[config.mk]
export PLATFORM = sky130hd
export DESIGN_NAME = pipe_stage_mw_flat
export DESIGN_NICKNAME = d
export VERILOG_FILES = /design/src/rtl/riscv_pkg.sv /design/src/rtl/pipe_stage_mw_if.sv /design/src/rtl/sat_counter.sv /design/src/rtl/pipe_stage_mw.sv /design/src/flat_wrapper.sv
export SDC_FILE = /design/constraint.sdc
export NUM_CORES = 1
export LEC_CHECK = 0
export BUFFER_PORTS_ARGS = -buffer_cell sky130_fd_sc_hd__buf_2
export CAP_MARGIN = 15
export CORE_MARGIN = 2
export CORE_UTILIZATION = 30
export DETAILED_ROUTE_END_ITERATION = 6
export PLACE_DENSITY = 0.46
export SLEW_MARGIN = 20
export SYNTH_ARGS = -nofsm -noshare
export SYNTH_HDL_FRONTEND = slang
export SYNTH_SLANG_ARGS = --single-unit
[constraint.sdc]
create_clock -name clk -period 23.5 [get_ports clk]
set_clock_uncertainty 0.2 [all_clocks]
set_input_delay 4.7 -clock clk [delete_from_list [all_inputs] [get_ports clk]]
set_output_delay 4.7 -clock clk [all_outputs]
set_load 0.02 [all_outputs]
[src/rtl/riscv_pkg.sv]
// Shared RISC-V pipeline types: M->W payload record, register-slice state and width defaults.
package riscv_pkg;

  localparam int XLEN_DEFAULT = 32;
  localparam int RD_W_DEFAULT = 5;

  typedef struct packed {
    logic [XLEN_DEFAULT-1:0] result;
    logic [XLEN_DEFAULT-1:0] load;
    logic [RD_W_DEFAULT-1:0] rd;
    logic [XLEN_DEFAULT-1:0] pc4;
  } mw_payload_t;

  typedef enum logic [1:0] {
    EMPTY = 2'd0,
    ONE   = 2'd1,
    TWO   = 2'd2
  } mw_state_e;

endpackage

[src/rtl/pipe_stage_mw_if.sv]
// M->W handshake bus: upstream payload in, W-stage payload out, stall counter.
interface pipe_stage_mw_if import riscv_pkg::*; #(
  parameter int XLEN  = XLEN_DEFAULT,
  parameter int RD_W  = RD_W_DEFAULT,
  parameter int CNT_W = 16
);
  logic            in_valid;
  logic            in_ready;
  logic [XLEN-1:0] arith_result_m;
  logic [XLEN-1:0] load_data_m;
  logic [XLEN-1:0] pc_plus4_m;
  logic [RD_W-1:0] rd_m;
  logic            out_valid;
  logic            out_ready;
  logic [XLEN-1:0] arith_result_w;
  logic [XLEN-1:0] load_data_w;
  logic [XLEN-1:0] pc_plus4_w;
  logic [RD_W-1:0] rd_w;
  logic [CNT_W-1:0] stall_cnt;

  modport master (
    output in_valid, arith_result_m, load_data_m, pc_plus4_m, rd_m, out_ready,
    input  in_ready, out_valid, arith_result_w, load_data_w, pc_plus4_w, rd_w, stall_cnt
  );

  modport slave (
    input  in_valid, arith_result_m, load_data_m, pc_plus4_m, rd_m, out_ready,
    output in_ready, out_valid, arith_result_w, load_data_w, pc_plus4_w, rd_w, stall_cnt
  );
endinterface

[src/rtl/sat_counter.sv]
// Saturating up-counter; sticks at all-ones instead of wrapping.
module sat_counter #(
  parameter int W = 16
) (
  input  logic         clk,
  input  logic         reset,
  input  logic         inc,
  output logic [W-1:0] cnt
);

  always_ff @(posedge clk or posedge reset) begin
    if (reset)                          cnt <= '0;
    else if (inc && (cnt != {W{1'b1}})) cnt <= cnt + W'(1);
  end

endmodule

[src/rtl/pipe_stage_mw.sv]
// M->W pipeline register slice with a skid entry, so in_ready is a pure register output.
module pipe_stage_mw import riscv_pkg::*; #(
  parameter int XLEN  = XLEN_DEFAULT,
  parameter int RD_W  = RD_W_DEFAULT,
  parameter int CNT_W = 16
) (
  input  logic          clk,
  input  logic          reset,
  input  logic          flush,
  pipe_stage_mw_if.slave bus
);

  mw_state_e   state, state_n;
  mw_payload_t main_q, skid_q, in_pl;
  logic        main_v, skid_v, in_ready_q;
  logic        in_xfer, out_xfer;
  logic        ld_main_in, ld_main_skid, ld_skid;

  assign in_pl    = '{result: bus.arith_result_m, load: bus.load_data_m,
                      rd: bus.rd_m, pc4: bus.pc_plus4_m};
  assign in_xfer  = bus.in_valid & in_ready_q;
  assign out_xfer = main_v & bus.out_ready;

  always_comb begin
    state_n      = state;
    ld_main_in   = 1'b0;
    ld_main_skid = 1'b0;
    ld_skid      = 1'b0;
    if (flush) begin
      state_n = EMPTY;
    end else begin
      case (state)
        EMPTY: if (in_xfer) begin
          state_n    = ONE;
          ld_main_in = 1'b1;
        end
        ONE: begin
          if (in_xfer && out_xfer) begin
            ld_main_in = 1'b1;
          end else if (out_xfer) begin
            state_n = EMPTY;
          end else if (in_xfer) begin
            state_n = TWO;
            ld_skid = 1'b1;
          end
        end
        TWO: if (out_xfer && skid_v) begin
          state_n      = ONE;
          ld_main_skid = 1'b1;
        end
        default: state_n = EMPTY;
      endcase
    end
  end

  // in_ready and the valid bits are registered decodes of the next state
  always_ff @(posedge clk or posedge reset) begin
    if (reset) begin
      state      <= EMPTY;
      main_v     <= 1'b0;
      skid_v     <= 1'b0;
      in_ready_q <= 1'b0;
    end else begin
      state      <= state_n;
      main_v     <= (state_n != EMPTY);
      skid_v     <= (state_n == TWO);
      in_ready_q <= (state_n != TWO);
    end
  end

  always_ff @(posedge clk or posedge reset) begin
    if (reset) begin
      main_q <= '0;
      skid_q <= '0;
    end else begin
      if (ld_main_in)        main_q <= in_pl;
      else if (ld_main_skid) main_q <= skid_q;
      if (ld_skid)           skid_q <= in_pl;
    end
  end

  assign bus.in_ready       = in_ready_q;
  assign bus.out_valid      = main_v;
  assign bus.arith_result_w = main_q.result;
  assign bus.load_data_w    = main_q.load;
  assign bus.pc_plus4_w     = main_q.pc4;
  // a bubble must never look like a write to a real register
  assign bus.rd_w           = main_v ? main_q.rd : '0;

  sat_counter #(.W(CNT_W)) u_stall (
    .clk   (clk),
    .reset (reset),
    .inc   (main_v & ~bus.out_ready),
    .cnt   (bus.stall_cnt)
  );

endmodule

[src/flat_wrapper.sv]
// flat-port wrapper written by rule: the top's interface ports become plain ports
module pipe_stage_mw_flat import riscv_pkg::*;
#(
  parameter int XLEN  = XLEN_DEFAULT,
  parameter int RD_W  = RD_W_DEFAULT,
  parameter int CNT_W = 16
)
  (clk, reset, flush, bus_in_valid, bus_arith_result_m, bus_load_data_m, bus_pc_plus4_m, bus_rd_m, bus_out_ready, bus_in_ready, bus_out_valid, bus_arith_result_w, bus_load_data_w, bus_pc_plus4_w, bus_rd_w, bus_stall_cnt);
  pipe_stage_mw_if #(.XLEN(XLEN), .RD_W(RD_W), .CNT_W(CNT_W)) bus_i ();
  input  logic clk;
  input  logic reset;
  input  logic flush;
  input wire logic [$bits(bus_i.in_valid)-1:0] bus_in_valid;
  input wire logic [$bits(bus_i.arith_result_m)-1:0] bus_arith_result_m;
  input wire logic [$bits(bus_i.load_data_m)-1:0] bus_load_data_m;
  input wire logic [$bits(bus_i.pc_plus4_m)-1:0] bus_pc_plus4_m;
  input wire logic [$bits(bus_i.rd_m)-1:0] bus_rd_m;
  input wire logic [$bits(bus_i.out_ready)-1:0] bus_out_ready;
  output wire logic [$bits(bus_i.in_ready)-1:0] bus_in_ready;
  output wire logic [$bits(bus_i.out_valid)-1:0] bus_out_valid;
  output wire logic [$bits(bus_i.arith_result_w)-1:0] bus_arith_result_w;
  output wire logic [$bits(bus_i.load_data_w)-1:0] bus_load_data_w;
  output wire logic [$bits(bus_i.pc_plus4_w)-1:0] bus_pc_plus4_w;
  output wire logic [$bits(bus_i.rd_w)-1:0] bus_rd_w;
  output wire logic [$bits(bus_i.stall_cnt)-1:0] bus_stall_cnt;
  assign bus_i.in_valid = bus_in_valid;
  assign bus_i.arith_result_m = bus_arith_result_m;
  assign bus_i.load_data_m = bus_load_data_m;
  assign bus_i.pc_plus4_m = bus_pc_plus4_m;
  assign bus_i.rd_m = bus_rd_m;
  assign bus_i.out_ready = bus_out_ready;
  assign bus_in_ready = bus_i.in_ready;
  assign bus_out_valid = bus_i.out_valid;
  assign bus_arith_result_w = bus_i.arith_result_w;
  assign bus_load_data_w = bus_i.load_data_w;
  assign bus_pc_plus4_w = bus_i.pc_plus4_w;
  assign bus_rd_w = bus_i.rd_w;
  assign bus_stall_cnt = bus_i.stall_cnt;
  pipe_stage_mw #(.XLEN(XLEN), .RD_W(RD_W), .CNT_W(CNT_W)) u_core (.clk(clk), .reset(reset), .flush(flush), .bus(bus_i));
endmodule
==> results.toml <==
[die]
core_um2 = 36700
die_y_um = 197
initial_utilization_pct = 30.5
dieArea_um2 = 38900
rows = 70
io_pins = 225
dieWidth_um = 197

[global_route]
grt_pass1_vias = 6155
grt_usage_pct = 11.9
grt_use_met3_pct = 3.89
antenna_found_initial = 6
grt_busiest_layer = "met2"
grt_use_met1_pct = 15.6
grt_pass1_wl_mm = 36.4
overflow = 0
use_met2_pct = 18.8
grt_start_max_net_pins = 85

[synthesis]
synth-async-reset-ratio_pct = 100
synth_area_um2 = 11200
syn_nets = 847
avgSynthCellArea_um2 = 15.1
yosysSeqAreaShare_pct = 49.8
synth-seq-cells = 223
synth_warnings = 0
synth_edf_count = 0
yosys_most_used_dff = "dfrtp_1"
synth_cell_types = 35
syn_inst = 740

[job]
cap_violations = 0

[drt]
dr.pass1.iters = 4
routed_via_density = 4.39
final_antenna_net_count = 0
via_count = 5986
drc = 0
drtIter0Drc = 167
wire_per_inst_um = 16.8
wirelength_mm = 22.9

[worst_setup_path]
worstSetupEndpoint = "u_core.bus.load_data_w[3]"
reg2reg_from = "u_core.bus.out_valid"
worstSetupStartpointType = "primary input"
crit_type = "primary input to flop"
crit_start = "bus_out_ready"
setup.worst_path.end_class = "flop"
r2r-end = "u_core.bus.load_data_w[3]"
rrSetupSlack_ns = 20.05
critPathRequiredTime_ns = 23.71
r2r_cells = 6
arrival_ns = 7.21
crit_fanout = 37

[final_layout]
stdcell_count = 1363
mostFrequentLayoutCells = "buf_2, dfrtp_1, mux2_4"
stdcell_area_um2 = 12900
nets = 979
area_delta_synth_final_pct = 15.0
drive_gt1_share_pct = 65.6
final_common_cell = "buf_2"
fillers = 3572

[placed_design]
hpwl_mm = 14.7
dp_cells = 1311
placed_area_um2 = 12000
portBuffers = 224
gp_congestion = 0.715

[worst_hold_path]
min-delay-start = "u_core.state[0]"
hold_path.class = "flop to flop"
hold_depth = 1

[clock_tree]
clk_latency_ns = 0.55
numClockSinks = 223
cts_tree = "built"
ctsResizeCount = 0
h-tree-depth = 1
post_cts_buffers = 0
cts_buffers = 27
clkSlewWorstSetupHoldPaths_ns = 0.06
cts.path.max_buffers = 3
ctsHoldBuffers = 0
root_buffer = "clkbuf_16"

[timing]
setup_viol = 0
hold_violations = 0
timing.hold.ws_ns = 0.285
fin_crit_sh_pct = 29.8
rsz0062_at_grt = "no"
finalMaxSlewViolations = 0
slew_headroom_pct = 37.2
tns_ns = 0
max_freq_mhz = 143
tightest_slew_ns = 0.943
finalCriticalPeriod_ns = 7.00

[power_and_ir_drop]
p_sw_w = 0.000511
power.leakage_nw = 6.39
sequentialPowerShare_pct = 39.1
p_int_w = 0.00116
ir_drop_mv = 0.0650
pwr-share-comb_pct = 36.3
p_sw_share_pct = 30.5
power.density_nw_per_um2 = 130
clkPwrFrac_pct = 24.7

[status]
status = "completed"
[layout make-up]
| type | instances | area, um^2 | share of cell area, % |
|---|---|---|---|
| timing repair buffer | 233 | 1190 | 9.23 |
| inverter | 2 | 15.0 | 0.117 |
| sequential | 223 | 5580 | 43.3 |
| clock inverter | 6 | 58.8 | 0.457 |
| clock buffer | 44 | 820 | 6.36 |
| tap | 468 | 586 | 4.55 |
| antenna | 2 | 5.00 | 0.0389 |
| multi-input combinational | 385 | 4630 | 35.9 |
[flip-flops by register name (all words and copies together), names as in the netlist]
name,cells
u_core.skid_q,101
u_core.bus.arith_result_w,32
u_core.bus.load_data_w,32
u_core.bus.pc_plus4_w,32
u_core.u_stall.cnt,16
u_core.main_q,5
u_core.state,2
u_core.bus.in_ready,1
u_core.bus.out_valid,1
u_core.skid_v,1
[worst min path at each step]
stage                                  endpoint  slack [ns]
after floorplan            u_core.bus.out_valid        0.24
after global placement     u_core.bus.out_valid        0.27
after detailed placement  u_core.u_stall.cnt[8]        0.28
after CTS                 u_core.u_stall.cnt[8]        0.29
after global routing          u_core.skid_q[42]        0.31
final                      u_core.bus.out_valid        0.29
[cell usage after synthesis (2+ instances only)]
cell type / number / area share [%]
nand4_1: 7 / 0.39
xor2_1: 13 / 1.0
nor2_1: 9 / 0.30
nor2b_1: 2 / 0.11
mux2_2: 126 / 13
nor4_1: 5 / 0.28
buf_8: 9 / 1.2
and2_1: 5 / 0.28
inv_1: 2 / 0.067
buf_4: 106 / 7.1
nor3_1: 6 / 0.27
nand2_1: 11 / 0.37
dfrtp_1: 223 / 50
nand3_1: 3 / 0.13
mux2_4: 180 / 24
buf_2: 3 / 0.13
clkbuf_1: 11 / 0.37
or3_1: 2 / 0.11
[power groups by stage]
stage                     clock network (W)  registers [W]  logic [W]
after floorplan                           0       0.000639   0.000591
after global placement                    0       0.000658   0.000610
after detailed placement                  0       0.000659   0.000619
after CTS                          0.000430       0.000656   0.000619
after global routing               0.000445       0.000681   0.000651
final                              0.000412       0.000653   0.000607
[metrics by stage]
| stage | power [W] | utilization (%) | setup slack, ns |
|---|---|---|---|
| 2_1_floorplan | 0.00123 | - | 12.49 |
| 3_3_place_gp | 0.00127 | 32.7 | 15.93 |
| 3_5_place_dp | 0.00128 | 32.7 | 15.90 |
| 4_1_cts | 0.00170 | 35.1 | 16.46 |
| 5_1_grt | 0.00178 | 35.1 | 16.32 |
| 6_report | 0.00167 | 35.1 | 16.50 |
[worst max-delay path, stage by stage]
cell and delay (ns):
buf_2 0.14, a21boi_2 0.11, or3_1 0.42, a21oi_4 0.17, buf_4 0.55, buf_4 0.69
mux2_4 0.35
[cell families (layout without fill, tap and decap cells)]
| logic type | Yosys count | after routing | share of synthesized area, % |
|---|---|---|---|
| AO/OA/AOI/OAI | 7 | 7 | 0.458 |
| XOR/XNOR | 14 | 14 | 1.09 |
| adder cells (fa/ha/maj) | 1 | 1 | 0.112 |
| buffers and inverters | 132 | 285 | 8.98 |
| flip-flops | 223 | 223 | 49.8 |
| multiplexers | 306 | 306 | 36.8 |
| other | 0 | 2 | 0 |
| AND/OR/NAND/NOR | 57 | 57 | 2.76 |
[metal layers]
| metal | share of wire (%) | vias up | routed length (um) |
|---|---|---|---|
| met1 | 44 | 3007 | 9990 |
| met5 | 0.32 | - | 74 |
| met4 | 2.4 | 10 | 547 |
| met2 | 46 | 147 | 10600 |
| li1 | - | 2780 | - |
| met3 | 7.2 | 42 | 1650 |
No activity file was read; power rests on OpenSTA's default activity.
